### src/rtl/mem_stage_pkg.sv
// Shared constants and types for the memory-access pipeline stage.
// Holds bus widths, memop encodings, FSM state encodings and small decode helpers.
// Imported by mem_stage and mem_byte_lane.
package mem_stage_pkg;

   localparam int REG_BUS      = 32;
   localparam int REG_ADDR_BUS = 5;
   localparam int MEM_OP_BUS   = 3;

   localparam logic [REG_BUS-1:0] ZERO_WORD  = '0;
   localparam logic               RST_ENABLE = 1'b0;

   typedef enum logic [MEM_OP_BUS-1:0] {
      EXE_MEM_NONE = 3'd0,
      EXE_MEM_LW   = 3'd1,
      EXE_MEM_LB   = 3'd2,
      EXE_MEM_LBU  = 3'd3,
      EXE_MEM_SW   = 3'd4,
      EXE_MEM_SB   = 3'd5
   } memop_e;

   typedef enum logic {
      MEM_ST_IDLE = 1'b0,
      MEM_ST_WAIT = 1'b1
   } mem_state_e;

   function automatic logic is_store(input logic [MEM_OP_BUS-1:0] op);
      return (op == EXE_MEM_SW) || (op == EXE_MEM_SB);
   endfunction

   function automatic logic is_word(input logic [MEM_OP_BUS-1:0] op);
      return (op == EXE_MEM_LW) || (op == EXE_MEM_SW);
   endfunction

endpackage

### src/rtl/mem_byte_lane.sv
// Byte-lane steering for loads/stores: byte enables, replicated store data, load extract/extend.
// Ports: memop_i/off_i/sdata_i/rdata_i in; sel_o/wdata_o/ldata_o out. Purely combinational.
// Little-endian lanes: byte offset b selects bits [8b+7:8b].
module mem_byte_lane
   import mem_stage_pkg::*;
(
   input  logic [MEM_OP_BUS-1:0] memop_i,
   input  logic [1:0]            off_i,
   input  logic [REG_BUS-1:0]    sdata_i,
   input  logic [REG_BUS-1:0]    rdata_i,
   output logic [3:0]            sel_o,
   output logic [REG_BUS-1:0]    wdata_o,
   output logic [REG_BUS-1:0]    ldata_o
);

   logic [REG_BUS-1:0] rshift;
   logic [7:0]         rbyte;

   always_comb begin
      // Bring the addressed byte down to lane 0.
      rshift = rdata_i >> {off_i, 3'b000};
      rbyte  = rshift[7:0];

      sel_o   = 4'b0000;
      wdata_o = ZERO_WORD;
      ldata_o = ZERO_WORD;

      case (memop_i)
         EXE_MEM_LW: begin
            sel_o   = 4'b1111;
            ldata_o = rdata_i;
         end
         EXE_MEM_SW: begin
            sel_o   = 4'b1111;
            wdata_o = sdata_i;
         end
         EXE_MEM_LB: begin
            sel_o   = 4'b0001 << off_i;
            ldata_o = {{24{rbyte[7]}}, rbyte};
         end
         EXE_MEM_LBU: begin
            sel_o   = 4'b0001 << off_i;
            ldata_o = {24'h000000, rbyte};
         end
         EXE_MEM_SB: begin
            sel_o   = 4'b0001 << off_i;
            // Replicate so the byte sits on whichever lane sel enables.
            wdata_o = {4{sdata_i[7:0]}};
         end
         default: begin
            sel_o   = 4'b0000;
         end
      endcase
   end

endmodule

### src/rtl/mem_stage.sv
// Memory-access stage: registers EX results, runs one outstanding req/ack bus transaction for
// loads/stores, stalls upstream while waiting, drives WB and mirrors the result to ID.
// Ports: clk/rst (sync active-low); EX inputs; bus req/ack; WB + ID forwarding outputs; excpt_o.
// Optional: define MEM_ALIGN_CHECK_EN to trap misaligned LW/SW instead of accessing the aligned word.
module mem_stage
   import mem_stage_pkg::*;
(
   input  logic                    clk,
   input  logic                    rst,
   input  logic                    valid_i,
   input  logic [MEM_OP_BUS-1:0]   memop_i,
   input  logic [REG_ADDR_BUS-1:0] waddr_i,
   input  logic                    we_i,
   input  logic [REG_BUS-1:0]      wdata_i,
   input  logic [REG_BUS-1:0]      mem_addr_i,
   input  logic [REG_BUS-1:0]      mem_sdata_i,
   output logic                    stall_req_o,
   output logic                    bus_req_o,
   output logic                    bus_we_o,
   output logic [REG_BUS-1:0]      bus_addr_o,
   output logic [3:0]              bus_sel_o,
   output logic [REG_BUS-1:0]      bus_wdata_o,
   input  logic [REG_BUS-1:0]      bus_rdata_i,
   input  logic                    bus_ack_i,
   output logic                    valid_o,
   output logic [REG_ADDR_BUS-1:0] waddr_o,
   output logic                    we_o,
   output logic [REG_BUS-1:0]      wdata_o,
   output logic [REG_ADDR_BUS-1:0] waddr_id_o,
   output logic                    we_id_o,
   output logic [REG_BUS-1:0]      wdata_id_o,
   output logic                    excpt_o
);

   mem_state_e state_q, state_d;

   // Transaction context, captured on acceptance and held through WAIT.
   logic [REG_BUS-1:0]      ctx_addr_q,  ctx_addr_d;
   logic [REG_BUS-1:0]      ctx_sdata_q, ctx_sdata_d;
   logic [REG_ADDR_BUS-1:0] ctx_waddr_q, ctx_waddr_d;
   logic [MEM_OP_BUS-1:0]   ctx_memop_q, ctx_memop_d;
   logic                    ctx_we_q,    ctx_we_d;

   // Write-back registers.
   logic                    valid_q, valid_d;
   logic [REG_ADDR_BUS-1:0] waddr_q, waddr_d;
   logic                    we_q,    we_d;
   logic [REG_BUS-1:0]      wdata_q, wdata_d;
   logic                    excpt_q, excpt_d;

   logic                    misalign;
   logic                    in_wait;
   logic [3:0]              lane_sel;
   logic [REG_BUS-1:0]      lane_wdata;
   logic [REG_BUS-1:0]      lane_ldata;

`ifdef MEM_ALIGN_CHECK_EN
   assign misalign = valid_i && is_word(memop_i) && (mem_addr_i[1:0] != 2'b00);
`else
   assign misalign = 1'b0;
`endif

   mem_byte_lane u_byte_lane (
      .memop_i (ctx_memop_q),
      .off_i   (ctx_addr_q[1:0]),
      .sdata_i (ctx_sdata_q),
      .rdata_i (bus_rdata_i),
      .sel_o   (lane_sel),
      .wdata_o (lane_wdata),
      .ldata_o (lane_ldata)
   );

   // ---------------- FSM: state register ----------------
   always_ff @(posedge clk) begin
      if (rst == RST_ENABLE) begin
         state_q <= MEM_ST_IDLE;
      end else begin
         state_q <= state_d;
      end
   end

   // ---------------- FSM: next state ----------------
   always_comb begin
      state_d = state_q;
      case (state_q)
         MEM_ST_IDLE: begin
            if (valid_i && (memop_i != EXE_MEM_NONE) && !misalign) begin
               state_d = MEM_ST_WAIT;
            end
         end
         MEM_ST_WAIT: begin
            if (bus_ack_i) begin
               state_d = MEM_ST_IDLE;
            end
         end
         default: state_d = MEM_ST_IDLE;
      endcase
   end

   // ---------------- FSM: outputs (state register only, no ack path) ----------------
   always_comb begin
      in_wait     = (state_q == MEM_ST_WAIT);
      stall_req_o = in_wait;
      bus_req_o   = in_wait;
      bus_we_o    = in_wait && is_store(ctx_memop_q);
      bus_addr_o  = in_wait ? {ctx_addr_q[31:2], 2'b00} : ZERO_WORD;
      bus_sel_o   = in_wait ? lane_sel : 4'b0000;
      bus_wdata_o = in_wait ? lane_wdata : ZERO_WORD;
   end

   // ---------------- Datapath next values ----------------
   always_comb begin
      ctx_addr_d  = ctx_addr_q;
      ctx_sdata_d = ctx_sdata_q;
      ctx_waddr_d = ctx_waddr_q;
      ctx_memop_d = ctx_memop_q;
      ctx_we_d    = ctx_we_q;
      valid_d     = 1'b0;
      we_d        = 1'b0;
      waddr_d     = waddr_q;
      wdata_d     = wdata_q;
      excpt_d     = 1'b0;

      case (state_q)
         MEM_ST_IDLE: begin
            if (valid_i) begin
               if (memop_i == EXE_MEM_NONE) begin
                  valid_d = 1'b1;
                  waddr_d = waddr_i;
                  we_d    = we_i;
                  wdata_d = wdata_i;
               end else if (misalign) begin
                  // Retire as a non-writing instruction flagged with an exception.
                  valid_d = 1'b1;
                  waddr_d = waddr_i;
                  wdata_d = ZERO_WORD;
                  excpt_d = 1'b1;
               end else begin
                  ctx_addr_d  = mem_addr_i;
                  ctx_sdata_d = mem_sdata_i;
                  ctx_waddr_d = waddr_i;
                  ctx_memop_d = memop_i;
                  ctx_we_d    = we_i;
               end
            end
         end
         MEM_ST_WAIT: begin
            if (bus_ack_i) begin
               valid_d = 1'b1;
               waddr_d = ctx_waddr_q;
               if (is_store(ctx_memop_q)) begin
                  we_d    = 1'b0;
                  wdata_d = ZERO_WORD;
               end else begin
                  we_d    = ctx_we_q;
                  wdata_d = lane_ldata;
               end
            end
         end
         default: ;
      endcase
   end

   always_ff @(posedge clk) begin
      if (rst == RST_ENABLE) begin
         ctx_addr_q  <= ZERO_WORD;
         ctx_sdata_q <= ZERO_WORD;
         ctx_waddr_q <= '0;
         ctx_memop_q <= EXE_MEM_NONE;
         ctx_we_q    <= 1'b0;
         valid_q     <= 1'b0;
         waddr_q     <= '0;
         we_q        <= 1'b0;
         wdata_q     <= ZERO_WORD;
         excpt_q     <= 1'b0;
      end else begin
         ctx_addr_q  <= ctx_addr_d;
         ctx_sdata_q <= ctx_sdata_d;
         ctx_waddr_q <= ctx_waddr_d;
         ctx_memop_q <= ctx_memop_d;
         ctx_we_q    <= ctx_we_d;
         valid_q     <= valid_d;
         waddr_q     <= waddr_d;
         we_q        <= we_d;
         wdata_q     <= wdata_d;
         excpt_q     <= excpt_d;
      end
   end

   assign valid_o    = valid_q;
   assign waddr_o    = waddr_q;
   assign we_o       = we_q;
   assign wdata_o    = wdata_q;
   assign excpt_o    = excpt_q;

   // Forwarding only advertises a write when the WB slot actually holds a result.
   assign waddr_id_o = waddr_q;
   assign wdata_id_o = wdata_q;
   assign we_id_o    = we_q & valid_q;

endmodule

### config.mk
export PLATFORM = sky130hd
export DESIGN_NAME = mem_stage
export DESIGN_NICKNAME = d
export VERILOG_FILES = /design/src/rtl/mem_stage_pkg.sv /design/src/rtl/mem_byte_lane.sv /design/src/rtl/mem_stage.sv
export SDC_FILE = /design/constraint.sdc
export NUM_CORES = 1
export LEC_CHECK = 0
export CAP_MARGIN = 20
export CORE_ASPECT_RATIO = 0.7
export CORE_MARGIN = 5
export CORE_UTILIZATION = 25
export CTS_BUF_LIST = sky130_fd_sc_hd__clkbuf_8
export CTS_CLUSTER_DIAMETER = 100
export DETAILED_ROUTE_END_ITERATION = 6
export DONT_BUFFER_PORTS = 1
export PLACE_DENSITY_LB_ADDON = 0.2
export SYNTH_ARGS = -nofsm -noshare
export SYNTH_HDL_FRONTEND = slang
export SYNTH_SLANG_ARGS = --single-unit
### constraint.sdc
create_clock -name clk -period 1.9 [get_ports clk]
set_input_delay 0.38 -clock clk [delete_from_list [all_inputs] [get_ports clk]]
set_output_delay 0.38 -clock clk [all_outputs]
set_load 0.02 [all_outputs]
Word-level counts from Yosys, hierarchy flattened

Cells that the tools add are included.
Widths: inputs -> output; s select.

Input port bits: 141
Register bits after elaboration: 113
Output and inout port bits: 149

Reduce and logical (&&, ||, !) cells: 9
Muxes and demuxes: 27
Eq/ne operators: 8
Shift operators: 2
Bitwise gates (word level): 3

Operators with widths:

| operator            | number |
|---|---|
| $mux 32             | 6 |
| $pmux 32 s2         | 2 |
| $pmux 32 s3         | 1 |
| $shr 32x5->8        | 1 |
| $mux 5              | 3 |
| $pmux 5 s2          | 1 |
| $mux 1              | 9 |
| $pmux 4 s2          | 1 |
| $eq 3x2->1 const B  | 2 |
| $eq 3x3->1 const B  | 2 |
| $ne 2x2->1 const B  | 3 |
| $pmux 1 s2          | 3 |
| $reduce_and 3->1    | 2 |
| $mux 4              | 1 |
| $shl 1x2->4 const A | 1 |
| $eq 3x1->1 const B  | 1 |
| $logic_not 3->1     | 1 |
| $reduce_bool 3->1   | 1 |
| $reduce_or 3->1     | 1 |
| $logic_and 1x1->1   | 2 |
| $not 1->1           | 2 |
| $reduce_or 2->1     | 1 |
| $and 1x1->1         | 1 |
| $logic_or 1x1->1    | 1 |

Depth between registers and ports, before layout

Depth after elaboration: 5
Depth in mapped cells: 7
Mapped depth without buffers: 4

Hierarchy

From an unflattened synthesis, not the netlist that was laid out.

Cells, all modules: 882
Area, all modules: 6,731.5 um^2

By module, submodules not included:

| module        | seq. area each (um^2) | cells each | area an instance (um^2) | times used |
|---|---|---|---|---|
| mem_stage     | 2,262.2               | 694        | 5,681.7                 | 1 |
| mem_byte_lane | 0.0                   | 188        | 1,049.8                 | 1 |

Least setup slack after synthesis

Ideal clock, no wire load.

Kind: reg-to-output
Start: register state_q (netlist: bus_req_o)
End: output bus_wdata_o[11]
Setup slack: -0.166 ns
Data required time: 1.520 ns
Path buffers: 3
Stages on the path, launching flop included: 7
Arrival time: 1.686 ns
Cell sequence: dfxtp_1 buf_2 inv_2 or2_1 clkbuf_1 clkbuf_1 a21oi_1

Word-level cells in the longest chain between the ends: 1

RTL lines:

| item                   | line             | source |
|---|---|---|
| start, declared        | mem_stage.sv:35  | `mem_state_e state_q, state_d;` |
| start signal, assigned | mem_stage.sv:78  | `state_q <= state_d;` |
| $mux 32                | mem_stage.sv:108 | `bus_wdata_o = in_wait ? lane_wdata : ZERO_WORD;` |
| end, declared          | mem_stage.sv:22  | `output logic [REG_BUS-1:0] bus_wdata_o,` |

No other way between the ends.

Final worst setup path

Start: register ctx_memop_q[1]
End: output bus_wdata_o[25]

Word-level cells in the longest chain between the ends: 3

RTL lines:

| item                   | line                | source |
|---|---|---|
| start, declared        | mem_stage.sv:41     | `logic [MEM_OP_BUS-1:0] ctx_memop_q, ctx_memop_d;` |
| start signal, assigned | mem_stage.sv:180    | `ctx_memop_q <= ctx_memop_d;` |
| $eq 3x3->1             | mem_byte_lane.sv:28 | `case (memop_i)` |
| $pmux 32 s2 (*)        | mem_byte_lane.sv:28 |  |
| $mux 32 (*)            | mem_stage.sv:108    |  |

Every way passes the cells marked *; elsewhere a longest branch is shown, timed or not.

==> impl_metrics.ini <==
[clock_network]
postCtsHoldBufs = 0
latest_clock_arrival_within_the_worst_skew_pair_ps = 450
clock-sinks = 113
cts_tree = built
buffer_cell_driving_the_clock_tree_root = clkbuf_8
numCtsBuffers = 17
clkTransAtPathRegs_ps = 70
htree_num_levels = 4
clockBufferDepth = 2

[grt]
globalRoute.totalOverflow = 0
grt_antenna_before_repair = 1
largest_net_degree_at_the_start_of_global_routing = 115
first_global_vias = 4879
grt_pass1_wl_um = 31700
gr-usage-all-layers_pct = 15.4

[synthesis]
ys_ff_latch = 113
seq_area_frac_synth_pct = 38.6
yosysTopAreaCellShare_pct = 38.6
synth.largest_area_cell = dfxtp_1
syn_inst = 738
synth_edf_count = 0
ys_dominant_reg_cell = dfxtp_1
synth-async-reset-ratio_pct = 0
synth.cell_area_um2 = 5860
number_of_warnings_printed_during_yosys_synthesis = 0
synth.area.top_cells = dfxtp_1 39%, nand2_1 12%, a21boi_1 9.2%
synth_cell_types = 40
synth.avg_cell_area_um2 = 7.94

[worst_setup_path]
startpoint_type = flop
criticalPathCategory = reg2out
crit_path_end_kind = output port
max_stage_delay_ps = 330
cpLargestDelayFamily = simple AND/OR/NAND/NOR gates
critical_path_required_ps = 1520
critical-path-slowest-cell = dfxtp_2
worstPathBufferInverterCount = 1
worst-endpoint-arrival_ps = 1640
critical_path.max_fanout = 9
critical_path.cell_chain = nand2b_4, or2_4, buf_12, a21oi_4

[pwr]
vdd_drop_max_uv = 366
total_leakage_power_nw = 2.41
design_power_total_mw = 5.99
power-per-cell-area_nw_per_um2 = 861

[sta]
timing_worst_slew_pin_value_ps = 527
rsz0062_at_grt = true
hold_viol = 0
maxSlewViolCount = 0
timing.fmax_mhz = 496
skew_ps = 11.0
worst_max_slew_margin_expressed_relative_to_the_limit_pct = 64.8
final-setup-viol-count = 33
finalCriticalPeriod_ps = 2020
final_min_period_over_clock_period_pct = 106
post-route-worst-setup-slack_ps = -116

[floorplan]
dieHeight_um = 138
rows = 46
die-area_um2 = 26600
ioPinCount = 290
die_width_um = 193
initial_core_util_pct = 25.6
fp.coreArea_um2 = 22800

[layout]
postLayoutCellArea_um2 = 6950
commonest_non_fill_non_tap_cell_in_the_layout = nand2_1
final_net_count = 852
fillerInstances = 2477
final_cell_count_no_fill = 1032
antenna_cells_inserted = 0
layout_common_cells = 190 x nand2_1, 107 x dfxtp_1, 72 x a21boi_1, 52 x o21ai_0, 34 x buf_4
proportion_of_layout_cells_with_a_drive_suffix_above_1_pct = 22.1
flow.area_growth_from_synthesis_pct = 18.7

[run_status]
outcome = finished with violations
violated_checks = negative setup slack

[place]
detailed_place_hpwl_um = 15200
finalWeightedCongestion = 0.816
standard_cell_area_after_detailed_placement_um2 = 6330
dp.cells = 995
io_buffers = 0

[routing]
route.detailed.wl_per_inst_um = 20.5
via_per_inst = 4.83
drtIter0Drc = 311
drt_first_pass_iters = 5
ant_nets = 0
routed_wl_um = 21200
drc = 0
dr_total_vias = 4981

[hold_path]
min_path_type = in2reg

[flow_run]
drv.max_cap_violation_count = 0
==> final timing paths <==
| check | from | endpoint | slack (ps) | cells after the start |
|---|---|---|---|---|
| max | ctx_memop_q[1]$_SDFFE_PN0P_ | bus_wdata_o[25] | -120 | 4 |
| min reg2reg | ctx_addr_q[29]$_SDFFE_PN0P_ | ctx_addr_q[29]$_SDFFE_PN0P_ | 450 | 2 |
| max reg2reg | ctx_addr_q[0]$_SDFFE_PN0P_ | wdata_id_o[7]$_SDFFE_PN0P_ | 150 | 5 |
| min | waddr_i[4] | ctx_waddr_q[4]$_SDFFE_PN0P_ | 60 | 2 |
==> power by group <==
group	leakage (nW)	internal (mW)	switching (mW)
Clock	0.212	1.44	1.02
Sequential	0.929	2.52	0.215
Combinational	1.27	0.314	0.481
Total	2.41	4.27	1.71
==> registers in the layout, summed over array words and instances, names as in the netlist <==
signal / count
waddr_id_o: 5
ctx_memop_q: 3
ctx_waddr_q: 5
wdata_id_o: 32
bus_req_o: 1
ctx_we_q: 1
valid_o: 1
ctx_addr_q: 32
we_o: 1
ctx_sdata_q: 32
==> synthesized netlist by cell type (all sizes together) (2+ instances only) <==
library cell  number
nand2            195
dfxtp            113
a21boi            74
buf               61
o21ai             57
a21oi             44
and2              40
clkbuf            39
nand2b            31
a31oi             24
mux2i             12
nand4              9
a211oi             7
o2bb2ai            7
o211a              5
nor3               3
inv                2
nor2               2
or2                2
==> stage by stage <==
| stage | hold slack [ps] | setup WS (ps) | TNS [ps] | utilization, % |
|---|---|---|---|---|
| floorplan | 430 | 10.7 | 0 | - |
| global placement | 438 | 158 | 0 | 27.7 |
| detailed placement | 442 | 160 | 0 | 27.7 |
| CTS | 18.3 | -155 | -4470 | 29.9 |
| global route | 16.6 | -191 | -5110 | 30.4 |
| finish | 57.4 | -116 | -2260 | 30.4 |
==> metal layers <==
layer  share of wire (%)  track usage, %
met5               0.047               0
met4                 1.1            4.13
met3                 8.9            5.91
met2                  41            20.6
met1                  49            22.8
==> area by class of cell <==
cell class | count | area, um2 | area share, %
inverters | 2 | 10.0 | 0.144
multi-input cells | 525 | 3330 | 47.9
clock inverters | 6 | 105 | 1.51
well taps | 312 | 390 | 5.62
clock buffers | 22 | 303 | 4.36
flip-flops and latches | 113 | 2270 | 32.7
repair buffers | 52 | 539 | 7.76
==> timing repair <==
action | 4_1_cts | 5_1_grt
setup buffers | 1 | 7
pin swaps | 3 | 2
gates cloned | 1 | 0
endpoints found under the setup margin | 37 | 37
resized for setup | 23 | 23
endpoints found under the hold margin | 0 | 0
==> kinds of logic after synthesis <==
| kind of cell | after synthesis | synth area share (%) |
|---|---|---|
| simple gates | 287 | 22.6 |
| compound gates | 222 | 26.3 |
| flops | 113 | 38.6 |
| buf+inv | 102 | 9.93 |
| mux | 13 | 2.44 |
| other cells | 1 | 0.0640 |
No activity file was read; power rests on OpenSTA's default activity.
